`src/rtl/apb_reg_bridge_if.sv`:
```
// APB4 bus bundle between an APB requester and the apb_reg_bridge completer.
interface apb_reg_bridge_if #(
  parameter int ADDR_W = 12,
  parameter int DATA_W = 32
);
  logic                  psel;
  logic                  penable;
  logic                  pwrite;
  logic [ADDR_W-1:0]     paddr;
  logic [DATA_W-1:0]     pwdata;
  logic [DATA_W/8-1:0]   pstrb;
  logic [DATA_W-1:0]     prdata;
  logic                  pready;
  logic                  pslverr;

  modport master (
    output psel, penable, pwrite, paddr, pwdata, pstrb,
    input  prdata, pready, pslverr
  );

  modport slave (
    input  psel, penable, pwrite, paddr, pwdata, pstrb,
    output prdata, pready, pslverr
  );
endinterface

```
`src/rtl/apb_reg_bridge.sv`:
```
// APB4 completer that turns each transfer into a one-cycle register request,
// waits for reg_ack (or a timeout) and answers with registered pready/pslverr.
module apb_reg_bridge #(
  parameter int ADDR_W    = 12,
  parameter int DATA_W    = 32,
  parameter int ADDR_SPAN = 4096,
  parameter int TIMEOUT   = 16
) (
  input  logic                 pclk,
  input  logic                 preset,
  apb_reg_bridge_if.slave      apb,
  output logic [ADDR_W-1:0]    reg_addr,
  output logic                 wr_en,
  output logic                 rd_en,
  output logic [DATA_W/8-1:0]  wr_msk,
  output logic [DATA_W-1:0]    wr_data,
  input  logic [DATA_W-1:0]    rd_data,
  input  logic                 reg_ack
);
  localparam int STRB_W = DATA_W / 8;
  localparam int LSB_W  = $clog2(STRB_W);
  localparam int CNT_W  = (TIMEOUT > 1) ? $clog2(TIMEOUT) : 1;
  localparam logic [ADDR_W:0]  SPAN_L  = (ADDR_W + 1)'(ADDR_SPAN);
  localparam logic [CNT_W-1:0] TO_LAST = CNT_W'((TIMEOUT > 0) ? TIMEOUT - 1 : 0);
  localparam logic [CNT_W-1:0] CNT_ONE = CNT_W'(1);
  localparam bit               TO_EN   = (TIMEOUT != 0);

  typedef enum logic [1:0] {
    S_IDLE = 2'd0,
    S_WAIT = 2'd1,
    S_RESP = 2'd2
  } state_t;

  state_t              state_r, state_s;
  logic [CNT_W-1:0]    cnt_r, cnt_s;
  logic                write_r, write_s;
  logic [ADDR_W-1:0]   reg_addr_r, reg_addr_s;
  logic [DATA_W-1:0]   wr_data_r, wr_data_s;
  logic [STRB_W-1:0]   wr_msk_r, wr_msk_s;
  logic [DATA_W-1:0]   prdata_r, prdata_s;
  logic                wr_en_r, wr_en_s;
  logic                rd_en_r, rd_en_s;
  logic                pready_r, pready_s;
  logic                pslverr_r, pslverr_s;
  logic                setup_s;
  logic                dec_err_s;
  logic                to_hit_s;

  assign setup_s   = apb.psel & ~apb.penable;
  // Out-of-span or not word-aligned addresses never reach the register file.
  assign dec_err_s = ({1'b0, apb.paddr} >= SPAN_L) || (apb.paddr[LSB_W-1:0] != {LSB_W{1'b0}});
  assign to_hit_s  = TO_EN && (cnt_r == TO_LAST);

  // State and all output registers; preset discards any pending request.
  always_ff @(posedge pclk) begin
    if (preset) begin
      state_r    <= S_IDLE;
      cnt_r      <= {CNT_W{1'b0}};
      write_r    <= 1'b0;
      reg_addr_r <= {ADDR_W{1'b0}};
      wr_data_r  <= {DATA_W{1'b0}};
      wr_msk_r   <= {STRB_W{1'b0}};
      prdata_r   <= {DATA_W{1'b0}};
      wr_en_r    <= 1'b0;
      rd_en_r    <= 1'b0;
      pready_r   <= 1'b0;
      pslverr_r  <= 1'b0;
    end else begin
      state_r    <= state_s;
      cnt_r      <= cnt_s;
      write_r    <= write_s;
      reg_addr_r <= reg_addr_s;
      wr_data_r  <= wr_data_s;
      wr_msk_r   <= wr_msk_s;
      prdata_r   <= prdata_s;
      wr_en_r    <= wr_en_s;
      rd_en_r    <= rd_en_s;
      pready_r   <= pready_s;
      pslverr_r  <= pslverr_s;
    end
  end

  // Next-state decision; ack wins over a timeout on the same WAIT cycle.
  always_comb begin
    state_s = state_r;
    case (state_r)
      S_IDLE: begin
        if (setup_s) begin
          state_s = dec_err_s ? S_RESP : S_WAIT;
        end else begin
          state_s = S_IDLE;
        end
      end
      S_WAIT: begin
        if (reg_ack || to_hit_s) begin
          state_s = S_RESP;
        end else begin
          state_s = S_WAIT;
        end
      end
      S_RESP:  state_s = S_IDLE;
      default: state_s = S_IDLE;
    endcase
  end

  // Next values of the registered outputs, request latch and wait counter.
  always_comb begin
    cnt_s      = cnt_r;
    write_s    = write_r;
    reg_addr_s = reg_addr_r;
    wr_data_s  = wr_data_r;
    wr_msk_s   = wr_msk_r;
    prdata_s   = prdata_r;
    wr_en_s    = 1'b0;
    rd_en_s    = 1'b0;
    pready_s   = 1'b0;
    pslverr_s  = 1'b0;
    case (state_r)
      S_IDLE: begin
        if (setup_s) begin
          write_s    = apb.pwrite;
          reg_addr_s = apb.paddr;
          wr_data_s  = apb.pwdata;
          wr_msk_s   = apb.pwrite ? apb.pstrb : {STRB_W{1'b0}};
          cnt_s      = {CNT_W{1'b0}};
          if (dec_err_s) begin
            pready_s  = 1'b1;
            pslverr_s = 1'b1;
          end else begin
            wr_en_s = apb.pwrite;
            rd_en_s = ~apb.pwrite;
          end
        end else begin
          cnt_s = cnt_r;
        end
      end
      S_WAIT: begin
        if (reg_ack) begin
          pready_s = 1'b1;
          prdata_s = write_r ? prdata_r : rd_data;
        end else if (to_hit_s) begin
          pready_s  = 1'b1;
          pslverr_s = 1'b1;
          prdata_s  = write_r ? prdata_r : {DATA_W{1'b0}};
        end else begin
          cnt_s = cnt_r + CNT_ONE;
        end
      end
      S_RESP:  cnt_s = cnt_r;
      default: cnt_s = cnt_r;
    endcase
  end

  assign apb.prdata  = prdata_r;
  assign apb.pready  = pready_r;
  assign apb.pslverr = pslverr_r;
  assign reg_addr    = reg_addr_r;
  assign wr_data     = wr_data_r;
  assign wr_msk      = wr_msk_r;
  assign wr_en       = wr_en_r;
  assign rd_en       = rd_en_r;
endmodule

```
`src/flat_wrapper.sv`:
```
// flat-port wrapper written by rule: the top's interface ports become plain ports
module apb_reg_bridge_flat 
#(
  parameter int ADDR_W    = 12,
  parameter int DATA_W    = 32,
  parameter int ADDR_SPAN = 4096,
  parameter int TIMEOUT   = 16
)
  (pclk, preset, reg_addr, wr_en, rd_en, wr_msk, wr_data, rd_data, reg_ack, apb_psel, apb_penable, apb_pwrite, apb_paddr, apb_pwdata, apb_pstrb, apb_prdata, apb_pready, apb_pslverr);
  apb_reg_bridge_if #(.ADDR_W(ADDR_W), .DATA_W(DATA_W)) apb_i ();
  input  logic pclk;
  input  logic preset;
  output logic [ADDR_W-1:0] reg_addr;
  output logic wr_en;
  output logic rd_en;
  output logic [DATA_W/8-1:0] wr_msk;
  output logic [DATA_W-1:0] wr_data;
  input  logic [DATA_W-1:0] rd_data;
  input  logic reg_ack;
  input wire logic [$bits(apb_i.psel)-1:0] apb_psel;
  input wire logic [$bits(apb_i.penable)-1:0] apb_penable;
  input wire logic [$bits(apb_i.pwrite)-1:0] apb_pwrite;
  input wire logic [$bits(apb_i.paddr)-1:0] apb_paddr;
  input wire logic [$bits(apb_i.pwdata)-1:0] apb_pwdata;
  input wire logic [$bits(apb_i.pstrb)-1:0] apb_pstrb;
  output wire logic [$bits(apb_i.prdata)-1:0] apb_prdata;
  output wire logic [$bits(apb_i.pready)-1:0] apb_pready;
  output wire logic [$bits(apb_i.pslverr)-1:0] apb_pslverr;
  assign apb_i.psel = apb_psel;
  assign apb_i.penable = apb_penable;
  assign apb_i.pwrite = apb_pwrite;
  assign apb_i.paddr = apb_paddr;
  assign apb_i.pwdata = apb_pwdata;
  assign apb_i.pstrb = apb_pstrb;
  assign apb_prdata = apb_i.prdata;
  assign apb_pready = apb_i.pready;
  assign apb_pslverr = apb_i.pslverr;
  apb_reg_bridge #(.ADDR_W(ADDR_W), .DATA_W(DATA_W), .ADDR_SPAN(ADDR_SPAN), .TIMEOUT(TIMEOUT)) u_core (.pclk(pclk), .preset(preset), .apb(apb_i), .reg_addr(reg_addr), .wr_en(wr_en), .rd_en(rd_en), .wr_msk(wr_msk), .wr_data(wr_data), .rd_data(rd_data), .reg_ack(reg_ack));
endmodule
```
`config.mk`:
```
export PLATFORM = sky130hd
export DESIGN_NAME = apb_reg_bridge_flat
export DESIGN_NICKNAME = d
export VERILOG_FILES = /design/src/rtl/apb_reg_bridge_if.sv /design/src/rtl/apb_reg_bridge.sv /design/src/flat_wrapper.sv
export SDC_FILE = /design/constraint.sdc
export NUM_CORES = 1
export LEC_CHECK = 0
export CORE_MARGIN = 5
export CORE_UTILIZATION = 44
export CTS_BUF_LIST = sky130_fd_sc_hd__clkbuf_4
export DETAILED_ROUTE_END_ITERATION = 8
export HOLD_SLACK_MARGIN = 0.1
export PLACE_DENSITY = 0.95
export SLEW_MARGIN = 25
export SYNTH_ARGS = -nofsm -noshare
export SYNTH_HDL_FRONTEND = slang
export SYNTH_SLANG_ARGS = --single-unit
export TNS_END_PERCENT = 5
```
`constraint.sdc`:
```
create_clock -name pclk -period 4.7 [get_ports pclk]
set_clock_uncertainty 0.05 [all_clocks]
set_input_delay 1.175 -clock pclk [delete_from_list [all_inputs] [get_ports pclk]]
set_output_delay 1.175 -clock pclk [all_outputs]
set_load 0.03 [all_outputs]
```
Word-level counts from Yosys, hierarchy flattened
Cells that the tools add are included.
Operators by class
  add/subtract/negate cells: 1
  equality and inequality tests: 5
  muxes and demuxes: 20
  bitwise gates (word level): 6
  reduce and logical (&&, ||, !) cells: 9
Operators by type and width (number)
  $mux W32: 4
  $mux W4: 4
  $pmux W4 S2: 1
  $mux W2: 3
  $reduce_bool A2 Y1: 3
  $mux W1: 5
  $not A1 Y1: 5
  $add A4 B1 Y4 const B: 1
  $eq A4 B4 Y1 const B: 1
  $ne A2 B2 Y1 const B: 2
  $pmux W1 S2: 2
  $pmux W2 S2: 1
  $reduce_and A4 Y1: 1
  $reduce_or A4 Y1: 1
  $reduce_and A3 Y1: 1
  $eq A2 B1 Y1 const B: 1
  $logic_not A2 Y1: 1
  $ne A2 B1 Y1 const B: 1
  $reduce_and A2 Y1: 1
  $and A1 B1 Y1: 1
  $logic_or A1 B1 Y1: 1
Storage, ports and cells
  flip-flop bits (word level): 91
  output and inout port bits: 84
  word-level logic and storage cells: 52

Depth between registers and ports, before layout
  word-level depth: 4
  depth in mapped cells: 5

Worst setup path after synthesis
OpenSTA, ideal clock, no wires.
  path kind: input to register
  start point: input port apb_penable
  end point: register u_core.cnt_r[2]
  setup time: 0.091 ns
  data arrival time: 2.304 ns
  data required time: 4.559 ns
  setup slack: 2.255 ns
  stages on the path: 4
  path buffers: 1
  cells stage by stage: or4b_1 -> buf_2 -> or3_1 -> a311oi_1
Between the ends
  longest elaborated chain between the ends: 4
RTL lines
  start, declared: line flat_wrapper.sv:21  | input wire logic [$bits(apb_i.penable)-1:0] apb_penable;
  $not A1 Y1: line apb_reg_bridge.sv:49  | assign setup_s = apb.psel & ~apb.penable;
  $and A1 B1 Y1: line apb_reg_bridge.sv:49
  $ne A2 B1 Y1 (no line)
  $reduce_and A4 Y1 (no line)
  end signal, assigned: line apb_reg_bridge.sv:58  | cnt_r <= {CNT_W{1'b0}};
  end signal, assigned: line apb_reg_bridge.sv:70  | cnt_r <= cnt_s;
  end, declared: line apb_reg_bridge.sv:35  | logic [CNT_W-1:0] cnt_r, cnt_s;
Every way passes these cells.
A chain may end at the register's enable or synchronous reset.

Worst setup path after layout
  start point: input port apb_penable
  end point: register u_core.wr_en_r, in the netlist u_core.wr_en
Between the ends
  longest elaborated chain between the ends: 4
RTL lines
  $not A1 Y1: line apb_reg_bridge.sv:49
  $and A1 B1 Y1: line apb_reg_bridge.sv:49
  $not A1 Y1 (no line)
  $reduce_or A4 Y1 (no line)
  end signal, assigned: line apb_reg_bridge.sv:76  | wr_en_r <= wr_en_s;
  end, declared: line apb_reg_bridge.sv:41  | logic wr_en_r, wr_en_s;
Every way passes these cells.

==> summary.txt <==
Run status
  • Status: completed

Routing
  • DR pass1 iterations: 5
  • Post-Route WL: 10.7 mm
  • DRT antenna net count: 0
  • Vias per inst: between 5 and 6
  • First DRT Iteration DRCs: around 210
  • Via count: approximately 3.6k
  • Drt drc: 0
  • Wirelength per Cell: around 16 um

Setup path
  • Crit Path Max Fanout: 42
  • Highest-delay cell along the critical path: or4b_2
  • WP buf/inv: 2
  • Cells on worst reg2reg path: 4
  • Endpoint type of the worst setup path: flop
  • CP Data Required Time: 4970 ps
  • Setup CP Type: in -> reg
  • CP Launch Type: input port
  • Worst R2R End: u_core.wr_en$_SDFF_PP0_
  • R2R setup slack: 2330 ps
  • Critical path, cell by cell: clkdlybuf4s50_1 -> or4b_2 -> buf_4 -> or3_1 -> nor3b_1
  • Largest delay share family, worst path: simple AND/OR/NAND/NOR gates
  • Data arrival time of the critical path: 3420 ps
  • RR Startpoint: u_core.state_r[1]$_SDFF_PP0_
  • CP peak stage delay: roughly 830 ps

Die
  • Die Span Y: between 90 and 100 um
  • Num rows: 31
  • Area of the core: approximately 0.0073 mm2
  • Initial Utilization: 0.453
  • Die area: 0.00934 mm2
  • Boundary Pins: 170
  • Die width: between 90 and 100 um

Place
  • HPWL Detailed: just under 8 mm
  • Placed cell areas: 0.00505 mm2
  • Port bufs: ~170
  • DP Cell Count: 647
  • Placer Congestion: 0.806
  • Setup WS pre-CTS: 1130 ps

Clock tree
  • Htree depth: 3
  • # Post-CTS Setup Buffers: 0
  • CTS tree: built
  • Root Buffer: clkbuf_4
  • Post-CTS Hold Buffers: 0
  • Clock sinks: 90
  • Clock slew seen by the registers of the worst setup and hold paths: about 130 ps
  • CTS max path bufs: 2
  • Clk Latency, worst-skew pair: around 410 ps
  • Cts bufs inserted: 9
  • Post-CTS Resized: 0

Synth
  • Synth cell types: 25
  • Synth Warn #: 0
  • Syn avg cell area: 8.10 um2
  • Synthesized instance count: 408
  • Yosys top cell by area: dfxtp_1
  • Ranking of synthesized cells by area: dfxtp_1 55%, a21oi_1 13%, nand2_1 11%
  • Register bit total from synthesis: 90
  • Sequential area share after synthesis: 0.545
  • Syn_nets: approximately 500
  • Top cell type's share of synthesized area: 0.545
  • Synth Cell Area: between 0.003 and 0.004 mm2

Cells and area
  • Filler Cell Count: around 590
  • Multi-input gate area: roughly 0.0014 mm2
  • Register area: around 0.0018 mm2
  • Fin cells: 662
  • Post-layout util: 0.717
  • Antenna fix cells: 0
  • Layout cells sized above 1: 0.0533
  • Nets@finish: approximately 650
  • Post-route cell area: roughly 0.0052 mm2
  • Layout area overhead: 58.2%

Timing
  • Minimum clock period: about 3200 ps
  • Setup Total Neg Slack: 0 ps
  • Relative slew slack: 0.351
  • Worst-margin pin slew: 974 ps
  • Final Cycle Share: 0.671
  • Peak Freq: roughly 0.32 GHz
  • RSZ-0062 raised after global routing: no
  • Endpoints failing setup: 0
  • Hold Fails Final Rpt: 0
  • Worst hold slack: 413 ps
  • Worst setup margin: about 1500 ps
  • Slew Limit Fails: 0

Min path
  • Min-Delay Endpoint: u_core.wr_data[8]$_SDFFE_PP0P_
  • Hold Crit Depth: 2
  • Worst Hold Launch: u_core.wr_data[8]$_SDFFE_PP0P_
  • Hold WC Path Type: reg -> reg

Power
  • VDD IR-drop max: around 0.23 mV
  • Net Sw Frac: 0.245
  • Comb pwr share: 0.155
  • Pleak: roughly 1.8 nW
  • Sequential fraction of design power: 0.512
  • Pwr/cell area: a little under 300 mW/mm2
  • Power after layout: between 1.5 and 2 mW
  • Clock Power Share: 0.332
  • Int Power: around 1.2 mW
  • P_sw: about 0.38 mW

Global route
  • Pin count of the biggest net entering global routing: 54
  • First-pass GRT wire length: around 17 mm
  • GRT Overall Usage: 0.219
  • Global route overflow: 0
  • Antenna violations before repair: 0
  • Vias in the first global route: 3535

Flow run
  • Max Cap Violations: 0
[layer usage]
metal / track usage / routed length [um]
met1: 0.225 / 4000
met2: 0.399 / 5610
met3: 0.0626 / 628
met4: 0.120 / 449
met5: 0 / 0
[cell usage after synthesis (all sizes together)]
library cell / instances
a311oi: 1
dfxtp: 90
or4: 1
or3: 4
a31oi: 2
clkbuf: 34
o311ai: 1
nand2: 96
buf: 1
inv: 1
or3b: 2
a21oi: 88
ha: 1
a31o: 1
nand4: 1
nor4b: 1
or4b: 1
nand2b: 1
o21ai: 33
o211ai: 4
nor3: 1
or2: 1
nor2b: 1
nand3: 38
nor3b: 3
[state kept, by name, indices dropped and copies added (netlist names)]
| register | cells |
|---|---|
| u_core.apb.prdata | 32 |
| u_core.wr_data | 32 |
| u_core.reg_addr | 12 |
| u_core.cnt_r | 4 |
| u_core.wr_msk | 4 |
| u_core.state_r | 2 |
| u_core.apb.pslverr | 1 |
| u_core.rd_en | 1 |
| u_core.wr_en | 1 |
| u_core.write_r | 1 |
[power groups by stage]
stage	logic [mW]	clock network [mW]	registers [mW]
6_report	0.242	0.519	0.799
5_1_grt	0.257	0.565	0.802
4_1_cts	0.243	0.530	0.799
3_3_place_gp	0.236	0	0.814
2_1_floorplan	0.0631	0	0.858
3_5_place_dp	0.242	0	0.816
[tightest hold or removal path, stage by stage (launching register included)]
cell     delay [ps]
dfxtp_1         330
nand2_1          50
a21oi_1          50
[cell usage in the layout, fill, tap and decap left out, types with 4 or more instances in the layout]
| cell type | count |
|---|---|
| o21ai_0 | 33 |
| nand2_1 | 96 |
| a21oi_1 | 88 |
| or3_1 | 4 |
| dfxtp_1 | 90 |
| o211ai_1 | 4 |
| clkbuf_4 | 10 |
| nand3_1 | 38 |
| clkdlybuf4s50_1 | 168 |
| buf_4 | 6 |
[worst max path at each step]
stage | depth (start not counted) | to | startpoint
floorplan | 4 | u_core.cnt_r[2]$_SDFFE_PP0P_ | apb_penable
global placement | 5 | u_core.wr_en$_SDFF_PP0_ | apb_penable
detailed placement | 5 | u_core.wr_en$_SDFF_PP0_ | apb_psel
CTS | 5 | u_core.wr_en$_SDFF_PP0_ | apb_psel
global route | 5 | u_core.wr_en$_SDFF_PP0_ | apb_psel
finish | 5 | u_core.wr_en$_SDFF_PP0_ | apb_penable
[kinds of logic (layout without fill, tap and decap cells)]
family	after synthesis	after routing	synth area share
fa+ha+maj	1	1	0.00379
simple gates	151	151	0.205
buf+inv	36	191	0.0413
compound gates	130	130	0.204
flops	90	90	0.545
[layout make-up]
type	instances	share of cell area
clock buffer	10	0.0144
clock inverter	5	0.0199
inverter	1	0.000718
multi-input combinational	282	0.265
sequential	90	0.345
tap	99	0.0237
timing repair buffer	175	0.331
(Power assumes the default switching activity.)
